`src/rtl/ex_alu_unit.sv`:
```
// EX-stage ALU: single-cycle arithmetic/logic/compare/branch ops, iterative shifts,
// valid/ready handshake on both sides so a stalled consumer holds the result.
module ex_alu_unit #(
  parameter int XLEN       = 32,
  parameter int SHIFT_STEP = 1
) (
  input  logic            clk,
  input  logic            rst,
  input  logic            in_valid,
  output logic            in_ready,
  input  logic [4:0]      alu_op,
  input  logic [XLEN-1:0] src_a,
  input  logic [XLEN-1:0] src_b,
  output logic            out_valid,
  input  logic            out_ready,
  output logic [XLEN-1:0] result,
  output logic            branch_taken,
  output logic            illegal_op
);

  localparam int SHW = $clog2(XLEN);
  localparam logic [SHW:0] STEP = (SHW+1)'(SHIFT_STEP);

  localparam logic [4:0] OP_IDLE = 5'd0;
  localparam logic [4:0] OP_ADD  = 5'd1;
  localparam logic [4:0] OP_SUB  = 5'd2;
  localparam logic [4:0] OP_SLL  = 5'd3;
  localparam logic [4:0] OP_SLT  = 5'd4;
  localparam logic [4:0] OP_SLTU = 5'd5;
  localparam logic [4:0] OP_XOR  = 5'd6;
  localparam logic [4:0] OP_SRL  = 5'd7;
  localparam logic [4:0] OP_SRA  = 5'd8;
  localparam logic [4:0] OP_OR   = 5'd9;
  localparam logic [4:0] OP_AND  = 5'd10;
  localparam logic [4:0] OP_BEQ  = 5'd11;
  localparam logic [4:0] OP_BNE  = 5'd12;
  localparam logic [4:0] OP_BLT  = 5'd13;
  localparam logic [4:0] OP_BGE  = 5'd14;
  localparam logic [4:0] OP_BLTU = 5'd15;
  localparam logic [4:0] OP_BGEU = 5'd16;

  typedef enum logic [1:0] {
    ST_IDLE  = 2'd0,
    ST_SHIFT = 2'd1,
    ST_DONE  = 2'd2
  } state_t;

  state_t state_reg, state_next;

  logic [XLEN-1:0] result_reg;
  logic            branch_reg;
  logic            illegal_reg;
  logic [4:0]      op_reg;
  logic [SHW-1:0]  remaining_reg;

  logic            accept;
  logic [XLEN-1:0] alu_res;
  logic            alu_branch;
  logic            alu_illegal;
  logic            alu_is_shift;
  logic [SHW-1:0]  shamt;
  logic [SHW:0]    step_amt;
  logic [XLEN-1:0] shifted;

  assign accept = in_valid && in_ready;
  assign shamt  = src_b[SHW-1:0];

  // Single-cycle datapath; shift ops just pass src_a into the working register.
  always_comb begin
    alu_res      = '0;
    alu_branch   = 1'b0;
    alu_illegal  = 1'b0;
    alu_is_shift = 1'b0;
    case (alu_op)
      OP_IDLE: ;
      OP_ADD:  alu_res = src_a + src_b;
      OP_SUB:  alu_res = src_a - src_b;
      OP_SLT:  alu_res = {{(XLEN-1){1'b0}}, $signed(src_a) < $signed(src_b)};
      OP_SLTU: alu_res = {{(XLEN-1){1'b0}}, src_a < src_b};
      OP_XOR:  alu_res = src_a ^ src_b;
      OP_OR:   alu_res = src_a | src_b;
      OP_AND:  alu_res = src_a & src_b;
      OP_SLL, OP_SRL, OP_SRA: begin
        alu_res      = src_a;
        alu_is_shift = 1'b1;
      end
      OP_BEQ:  alu_branch = (src_a == src_b);
      OP_BNE:  alu_branch = (src_a != src_b);
      OP_BLT:  alu_branch = ($signed(src_a) < $signed(src_b));
      OP_BGE:  alu_branch = ($signed(src_a) >= $signed(src_b));
      OP_BLTU: alu_branch = (src_a < src_b);
      OP_BGEU: alu_branch = (src_a >= src_b);
      default: alu_illegal = 1'b1;
    endcase
  end

  // Per-cycle shift amount is min(SHIFT_STEP, remaining); SRA keeps the sign bit
  // of the working register, which is src_a's sign captured at accept.
  always_comb begin
    step_amt = ({1'b0, remaining_reg} < STEP) ? {1'b0, remaining_reg} : STEP;
    shifted  = result_reg;
    case (op_reg)
      OP_SLL:  shifted = result_reg << step_amt;
      OP_SRL:  shifted = result_reg >> step_amt;
      OP_SRA:  shifted = $signed(result_reg) >>> step_amt;
      default: shifted = result_reg;
    endcase
  end

  always_ff @(posedge clk) begin
    if (rst) begin
      state_reg <= ST_IDLE;
    end else begin
      state_reg <= state_next;
    end
  end

  always_comb begin
    state_next = state_reg;
    case (state_reg)
      ST_IDLE: begin
        if (accept) begin
          state_next = (alu_is_shift && (shamt != '0)) ? ST_SHIFT : ST_DONE;
        end
      end
      ST_SHIFT: begin
        if ({1'b0, remaining_reg} == step_amt) begin
          state_next = ST_DONE;
        end
      end
      ST_DONE: begin
        if (out_ready) begin
          state_next = ST_IDLE;
        end
      end
      default: state_next = ST_IDLE;
    endcase
  end

  always_comb begin
    in_ready  = (state_reg == ST_IDLE);
    out_valid = (state_reg == ST_DONE);
  end

  always_ff @(posedge clk) begin
    if (rst) begin
      result_reg    <= '0;
      branch_reg    <= 1'b0;
      illegal_reg   <= 1'b0;
      op_reg        <= OP_IDLE;
      remaining_reg <= '0;
    end else begin
      case (state_reg)
        ST_IDLE: begin
          if (accept) begin
            result_reg    <= alu_res;
            branch_reg    <= alu_branch;
            illegal_reg   <= alu_illegal;
            op_reg        <= alu_op;
            remaining_reg <= alu_is_shift ? shamt : '0;
          end
        end
        ST_SHIFT: begin
          result_reg    <= shifted;
          remaining_reg <= remaining_reg - step_amt[SHW-1:0];
        end
        default: ;
      endcase
    end
  end

  assign result       = result_reg;
  assign branch_taken = branch_reg;
  assign illegal_op   = illegal_reg;

endmodule

```
`config.mk`:
```
export PLATFORM = sky130hd
export DESIGN_NAME = ex_alu_unit
export DESIGN_NICKNAME = d
export VERILOG_FILES = /design/src/rtl/ex_alu_unit.sv
export SDC_FILE = /design/constraint.sdc
export NUM_CORES = 1
export LEC_CHECK = 0
export BUFFER_PORTS_ARGS = -buffer_cell sky130_fd_sc_hd__buf_4
export CAP_MARGIN = 30
export CORE_ASPECT_RATIO = 1.4
export CORE_MARGIN = 2
export CORE_UTILIZATION = 55
export DETAILED_ROUTE_END_ITERATION = 12
export GPL_TIMING_DRIVEN = 0
export PLACE_DENSITY = 0.87
export RECOVER_POWER = 25
export SYNTH_ARGS = -nofsm -noshare
export SYNTH_HDL_FRONTEND = slang
export SYNTH_SLANG_ARGS = --single-unit
```
`constraint.sdc`:
```
create_clock -name clk -period 10.1 [get_ports clk]
set_input_delay 1.515 -clock clk [delete_from_list [all_inputs] [get_ports clk]]
set_output_delay 1.515 -clock clk [all_outputs]
set_load 0.01 [all_outputs]
```
==> reports/metrics.csv, run 1 <==
metric,value,unit
outcome,completed,
ant_nets,0,
ys_async_sr_fraction,0,
setup_tns,0,ns
dp_cells,1417,
crit_slowest_cell,o21ai_0,
leakage,3.748,nW
root_buffer,clkbuf_16,
max_cap_violations,0,
hpwl,25160,um
largest_register_ffs,32,
io_buffer_count,105,
coreArea,13850,um2
grt_usage,0.4096,
critPathArrivalTime,5.03,ns
htreeDepth,2,
synth_top_area_frac,0.1625,
maxSlewHeadroom,0.3117,
place_worst_setup_slack,5.002,ns
cts.clk_slew.worst_paths,0.06,ns
switching_share,0.4380,
placed_area,8810,um2
ctsResizeCount,0,
final.setup.worst_slack,5.222,ns
nets,1415,
ctsHoldBuffers,0,
hold_class,flop to flop,
p_total,0.7714,mW
critical_path_cell_count,14,
wl_per_cell,22.36,um
drcViolationCount,0,
viasPerCell,6.785,
path_max_fanout,8,
drt_wl_total,31870,um
worstHoldPathCells,2,
synth_cell_types,78,
yosys_register_bits,46,
synth_nets,1301,
dieWidth,104.5,um
rsz0062_at_grt,false,
crit_chain,"buf_4, inv_1, ha_1, clkbuf_1, inv_1, nor2_1, nand4_1, o21ai_0, a311oi_1, a211o_1, o31ai_1, xor2_1, a211oi_1, o22ai_1",
path_common_cell,inv_1,
period_minus_slack,4.878,ns
p_clk_frac,0.220,
synth_area,7776,um2
clock_skew,0.003158,ns
end_kind,flop,
synth_edf_count,0,
grt_pass1_wl,48910,um
worstRegToRegCells,6,
die_area,15120,um2
post-route-util,0.6415,
syn2layout_area_growth,14.22,%
powerDensity,86.84,nW/um2
first_iter_violations,1101,
setup_viol,0,
avgSynthCellArea,6.912,um2
internal_power,0.4335,mW
holdWs,0.4999,ns
synth_area_leaders,"ha_1, dfxtp_1, a21oi_1",
first_global_vias,9081,
cts_tree,yes,
clock_path_buffers,2,
yosys-top-cells-count,"nor2_1, a21oi_1, inv_1, ha_1, nand2_1",
pwr-share-comb,0.514,
ys.flop_type,dfxtp_1,
die_y,144.7,um
cp-start-kind,input port,
p_switching,0.3378,mW
critPathTopFamily,compound AO/OA/AOI/OAI gates,
post_cts_buffers,0,
synth_most_common_cell,nor2_1,
hold_violations,0,
crit_path_max_incr_delay,0.66,ns
num_antenna_cells,0,
rows,51,
vias,9669,
overflow,0,
first_pass_iters,5,
vdd_drop_max,0.00008542,V
worstPathRequired,10.25,ns
synthCells,1125,
p_seq_frac,0.266,
design.portCount,109,
fin_area,8882,um2
grt_max_degree,14,
clk_latency,0.29,ns
place_congestion,1.050,
yosys.area.top_type,ha_1,
start_util,0.5616,
layoutNonFillerInstCount,1425,
slew_violations,0,
nFillCells,1318,
fmax,205.0,MHz
synth.yosys.seq_area_share,0.1184,
period_share,0.4829,
cts.sinks,46,
antenna_found_initial,0,
worst_pin_slew,1.026,ns
path_class,input port to flop,
drive_above_1_share,0.1097,
cts-buffers-inserted,5,
path_buf_inv,4,
yosys_warnings,0,
final cells by class:
cell class              count  area (um2)  share of cell area
flip-flops and latches     46       920.9              0.1037
plain buffers              74       305.3             0.03437
clock buffers               7       142.6             0.01606
well taps                 185       231.5             0.02606
repair buffers            107       726.9             0.08184
inverters                 102       382.9             0.04310
clock inverters             1       5.005           0.0005635
multi-input cells         903        6167              0.6943
tightest hold or removal path, stage by stage (launching register included):
cell	delay [ns]
dfxtp_1	0.33
nand2_1	0.07
a21oi_1	0.06
power groups by stage:
| stage | Sequential [mW] | Clock [mW] | Combinational (mW) |
|---|---|---|---|
| 3_3_place_gp | 0.208 | 0 | 0.379 |
| 3_5_place_dp | 0.209 | 0 | 0.383 |
| 6_report | 0.205 | 0.170 | 0.397 |
| 5_1_grt | 0.206 | 0.176 | 0.426 |
| 2_1_floorplan | 0.209 | 0 | 0.246 |
| 4_1_cts | 0.205 | 0.168 | 0.386 |
routing by layer:
layer  up-vias  wire length (um)  global-route usage
li1       4363                 -                   -
met1      4491             11890              0.4772
met2       674             15130              0.7179
met3       141              3173             0.06628
met4         0              1673              0.2269
met5         -                 0                   0
cell families (layout without fill, tap and decap cells):
logic type | after synthesis | count (layout) | share of synthesized area
AOI/OAI and AO/OA | 416 | 416 | 0.3630
and+or+nand+nor | 336 | 336 | 0.2019
buffers and inverters | 176 | 291 | 0.08850
adders and majority gates | 103 | 103 | 0.1677
DFF | 46 | 46 | 0.1184
muxes | 39 | 39 | 0.05036
xor gates and xnor gates | 9 | 9 | 0.01014
worst paths after layout:
kind                     startpoint                       to  slack (ns)
max                       src_a[12]  result[30]$_SDFFE_PP0P_        5.22
min          op_reg[3]$_SDFFE_PP0P_   op_reg[3]$_SDFFE_PP0P_        0.50
min reg2reg  op_reg[3]$_SDFFE_PP0P_   op_reg[3]$_SDFFE_PP0P_        0.50
max reg2reg  op_reg[0]$_SDFFE_PP0P_  result[18]$_SDFFE_PP0P_        6.82
placed cells by master (no fill, tap or decap), types with 10 or more instances in the layout:
master / instances
a21oi_1: 106
o221ai_1: 12
mux2i_1: 38
nor3_1: 24
o22ai_1: 27
inv_1: 102
o31ai_1: 12
buf_4: 86
o211ai_1: 13
a21o_1: 17
buf_2: 13
a221o_1: 11
a221oi_1: 24
nand2_1: 79
ha_1: 101
nor4_1: 14
nor2_1: 127
o21ai_0: 75
a31oi_1: 14
o21bai_1: 13
dfxtp_1: 46
a211oi_1: 20
or3_1: 10
clkbuf_1: 76
nand3_1: 22
Power figures use the tool's default switching activity.
==> inputs of run 2 (changes only) <==
--- a/config.mk
+++ b/config.mk
@@ -5,6 +5,7 @@
 export SDC_FILE = /design/constraint.sdc
 export NUM_CORES = 1
 export LEC_CHECK = 0
+export ABC_AREA = 1
 export BUFFER_PORTS_ARGS = -buffer_cell sky130_fd_sc_hd__buf_4
 export CAP_MARGIN = 30
 export CORE_ASPECT_RATIO = 1.4
@@ -12,7 +13,7 @@
 export CORE_UTILIZATION = 55
 export DETAILED_ROUTE_END_ITERATION = 12
 export GPL_TIMING_DRIVEN = 0
-export PLACE_DENSITY = 0.87
+export PLACE_DENSITY = 0.89
 export RECOVER_POWER = 25
 export SYNTH_ARGS = -nofsm -noshare
 export SYNTH_HDL_FRONTEND = slang
==> constraint.sdc (replaced) <==
create_clock -name clk -period 3.9 [get_ports clk]
set_input_delay 0.585 -clock clk [delete_from_list [all_inputs] [get_ports clk]]
set_output_delay 0.585 -clock clk [all_outputs]
set_load 0.01 [all_outputs]
==> run 2 against run 1 <==
Net effect: critical path depth grew 1; global-route usage grew 0.66 points; clock power grew to 2.5 times the previous value; die area grew 14%; wire length grew 16%; area after synthesis grew 14%; clock skew grew 0.0031 ns; highest routed layer unchanged; final cell count grew 30%.
==> reports/metrics.csv, run 2 <==
metric,value,unit
vias,11280,
drcViolationCount,0,
root_buffer,clkbuf_16,
rrSetupSlack,1.75,ns
first_pass_iters,9,
synth_compound_area_frac,0.2638,
hold_class,flop to flop,
setup_viol,0,
reg2reg_from,state_reg[1]$_SDFFE_PP0P_,
setup_tns,0,ns
synth_cell_types,56,
cts-buffers-inserted,5,
multi_input_area,6701,um2
ctsResizeCount,0,
pwr-share-comb,0.551,
synth_top_area_frac,0.1484,
start_util,0.5560,
ctsHoldBuffers,0,
mostFrequentLayoutCells,"nand2_1, inv_1, a21oi_1",
cts.sinks,46,
drive_above_1_share,0.1295,
die_area,17190,um2
crit_slowest_cell,a21oi_1,
crit_chain,"buf_4, inv_1, ha_1, clkbuf_2, a21oi_1, o21ai_0, a21oi_1, nor2_1, nor2_1, nand2_1, nand2_1, nand3_1, nand3_1, nand2_1, a21oi_1",
grt_max_degree,15,
p_seq_frac,0.255,
p_clk_frac,0.195,
coreArea,15970,um2
cp-start-kind,input port,
worst_pin_slew,0.9664,ns
clk_latency,0.29,ns
wl_per_cell,19.99,um
cts_tree,yes,
hold_violations,0,
nets,1828,
grt_pass1_wl,56510,um
switching_share,0.4788,
rows,55,
path_buf_inv,3,
synthXorXnorAreaFrac,0.007893,
avgSynthCellArea,5.764,um2
layoutNonFillerInstCount,1852,
crit_start,src_a[14],
path_max_fanout,8,
synth_nets,1716,
end_kind,flop,
yosys_warnings,0,
overflow,0,
place_congestion,1.070,
num_antenna_cells,0,
synth_area_leaders,"nand2_1, ha_1, dfxtp_1",
powerDensity,219.8,nW/um2
maxSlewHeadroom,0.3557,
synth_top_family_by_area,simple AND/OR/NAND/NOR gates,
largest_register_ffs,32,
htreeDepth,2,
io_buffer_count,105,
clock_path_buffers,2,
ys_async_sr_fraction,0,
internal_power,1.144,mW
crit_path_max_incr_delay,0.45,ns
clock_skew,0.006296,ns
vdd_drop_max,0.0001860,V
first_iter_violations,1240,
critPathTopFamily,compound AO/OA/AOI/OAI gates,
antenna_found_initial,0,
yosys-top-cells-count,"nand2_1, inv_1, a21oi_1, nand3_1, nor2_1",
nFillCells,1609,
synth.area.mux_share,0,
outcome,completed,
worstRegToRegCells,7,
dp_cells,1844,
critPathArrivalTime,3.08,ns
slew_violations,0,
design.portCount,109,
path_class,input port to flop,
synthCells,1540,
period_share,0.7317,
synth-adder-area-share,0.1469,
die_y,154.3,um
grt_usage,0.4162,
synth_edf_count,0,
viasPerCell,6.092,
leakage,5.089,nW
yosys.area.top_type,nand2_1,
rsz0062_at_grt,false,
regArea,920.9,um2
ant_nets,0,
first_global_vias,10570,
critical_path_cell_count,15,
max_cap_violations,0,
synth_most_common_cell,nand2_1,
synth.yosys.seq_area_share,0.1037,
crit_end,result[25]$_SDFFE_PP0P_,
yosys_register_bits,46,
synth-simple-area-share,0.3363,
syn2layout_area_growth,12.49,%
period_minus_slack,2.854,ns
fmax,350.4,MHz
post_cts_buffers,0,
drt_wl_total,37030,um
hpwl,30370,um
r2r_end,result[19]$_SDFFE_PP0P_,
cts.clk_slew.worst_paths,0.06,ns
ys.flop_type,dfxtp_1,
final_common_cell,nand2_1,
synth_area,8877,um2
dieWidth,111.4,um
p_switching,1.051,mW
worstPathRequired,4.12,ns
p_total,2.195,mW
==> run 2: cell count changes after synthesis, moves of 14 or more <==
| cell | delta |
|---|---|
| a211oi_1 | -19 |
| a221oi_2 | +17 |
| o21ai_1 | +17 |
| a21oi_1 | +36 |
| nand3_1 | +113 |
| buf_2 | +15 |
| clkbuf_1 | -35 |
| a21o_1 | -14 |
| o21ai_0 | +28 |
| inv_1 | +119 |
| a221oi_1 | -18 |
| nand2_1 | +272 |
| mux2i_1 | -38 |
==> run 2: kinds of logic after synthesis <==
family,Yosys count
AND/OR/NAND/NOR,695
AO/OA/AOI/OAI,386
buffers and inverters,302
adder cells (fa/ha/maj),103
flip-flops,46
XOR/XNOR,8
==> run 2: worst min-delay path by stage <==
stage | start | endpoint | slack [ns] | cells past startpoint
CTS | remaining_reg[3]$_SDFFE_PP0P_ | remaining_reg[3]$_SDFFE_PP0P_ | 0.47 | 2
floorplan | remaining_reg[3]$_SDFFE_PP0P_ | remaining_reg[3]$_SDFFE_PP0P_ | 0.44 | 2
global placement | remaining_reg[3]$_SDFFE_PP0P_ | remaining_reg[3]$_SDFFE_PP0P_ | 0.46 | 2
finish | remaining_reg[3]$_SDFFE_PP0P_ | remaining_reg[3]$_SDFFE_PP0P_ | 0.47 | 2
detailed placement | remaining_reg[3]$_SDFFE_PP0P_ | remaining_reg[3]$_SDFFE_PP0P_ | 0.46 | 2
global route | remaining_reg[3]$_SDFFE_PP0P_ | remaining_reg[3]$_SDFFE_PP0P_ | 0.50 | 2
==> run 2: power by group through the flow <==
| stage | registers [mW] | logic (mW) | clock network [mW] |
|---|---|---|---|
| finish | 0.559 | 1.21 | 0.427 |
| CTS | 0.556 | 1.19 | 0.425 |
| global route | 0.562 | 1.32 | 0.444 |
| global placement | 0.566 | 1.16 | 0 |
| detailed placement | 0.565 | 1.18 | 0 |
| floorplan | 0.569 | 0.746 | 0 |
==> run 2: tightest hold or removal path, cell delays in order, from the launching register on <==
cell and delay, ns:
dfxtp_1 0.31, nand2_1 0.06, a21oi_1 0.05
==> run 2: metrics by stage <==
step                      area (um2)  utilization  setup WS [ns]  hold slack, ns
after floorplan                 8877            -          1.564          0.4436
after global placement          9915       0.6210         0.9328          0.4583
after detailed placement        9915       0.6210         0.9308          0.4624
after CTS                      10060       0.6299          1.218          0.4722
after global routing            9986       0.6255         0.9421          0.5018
final                           9986       0.6255          1.046          0.4651
==> run 2: final cells by class <==
class / instances / share of cell area
multi-input cells: 1192 / 0.6711
flip-flops and latches: 46 / 0.09222
inverters: 236 / 0.08896
repair buffers: 105 / 0.07180
plain buffers: 66 / 0.03671
well taps: 199 / 0.02493
clock buffers: 6 / 0.01291
clock inverters: 2 / 0.001378
==> run 2: layer usage <==
layer	GRT usage	share of wire
met1	0.4598	0.35
met2	0.7215	0.46
met3	0.05133	0.080
met4	0.3228	0.10
met5	0	0
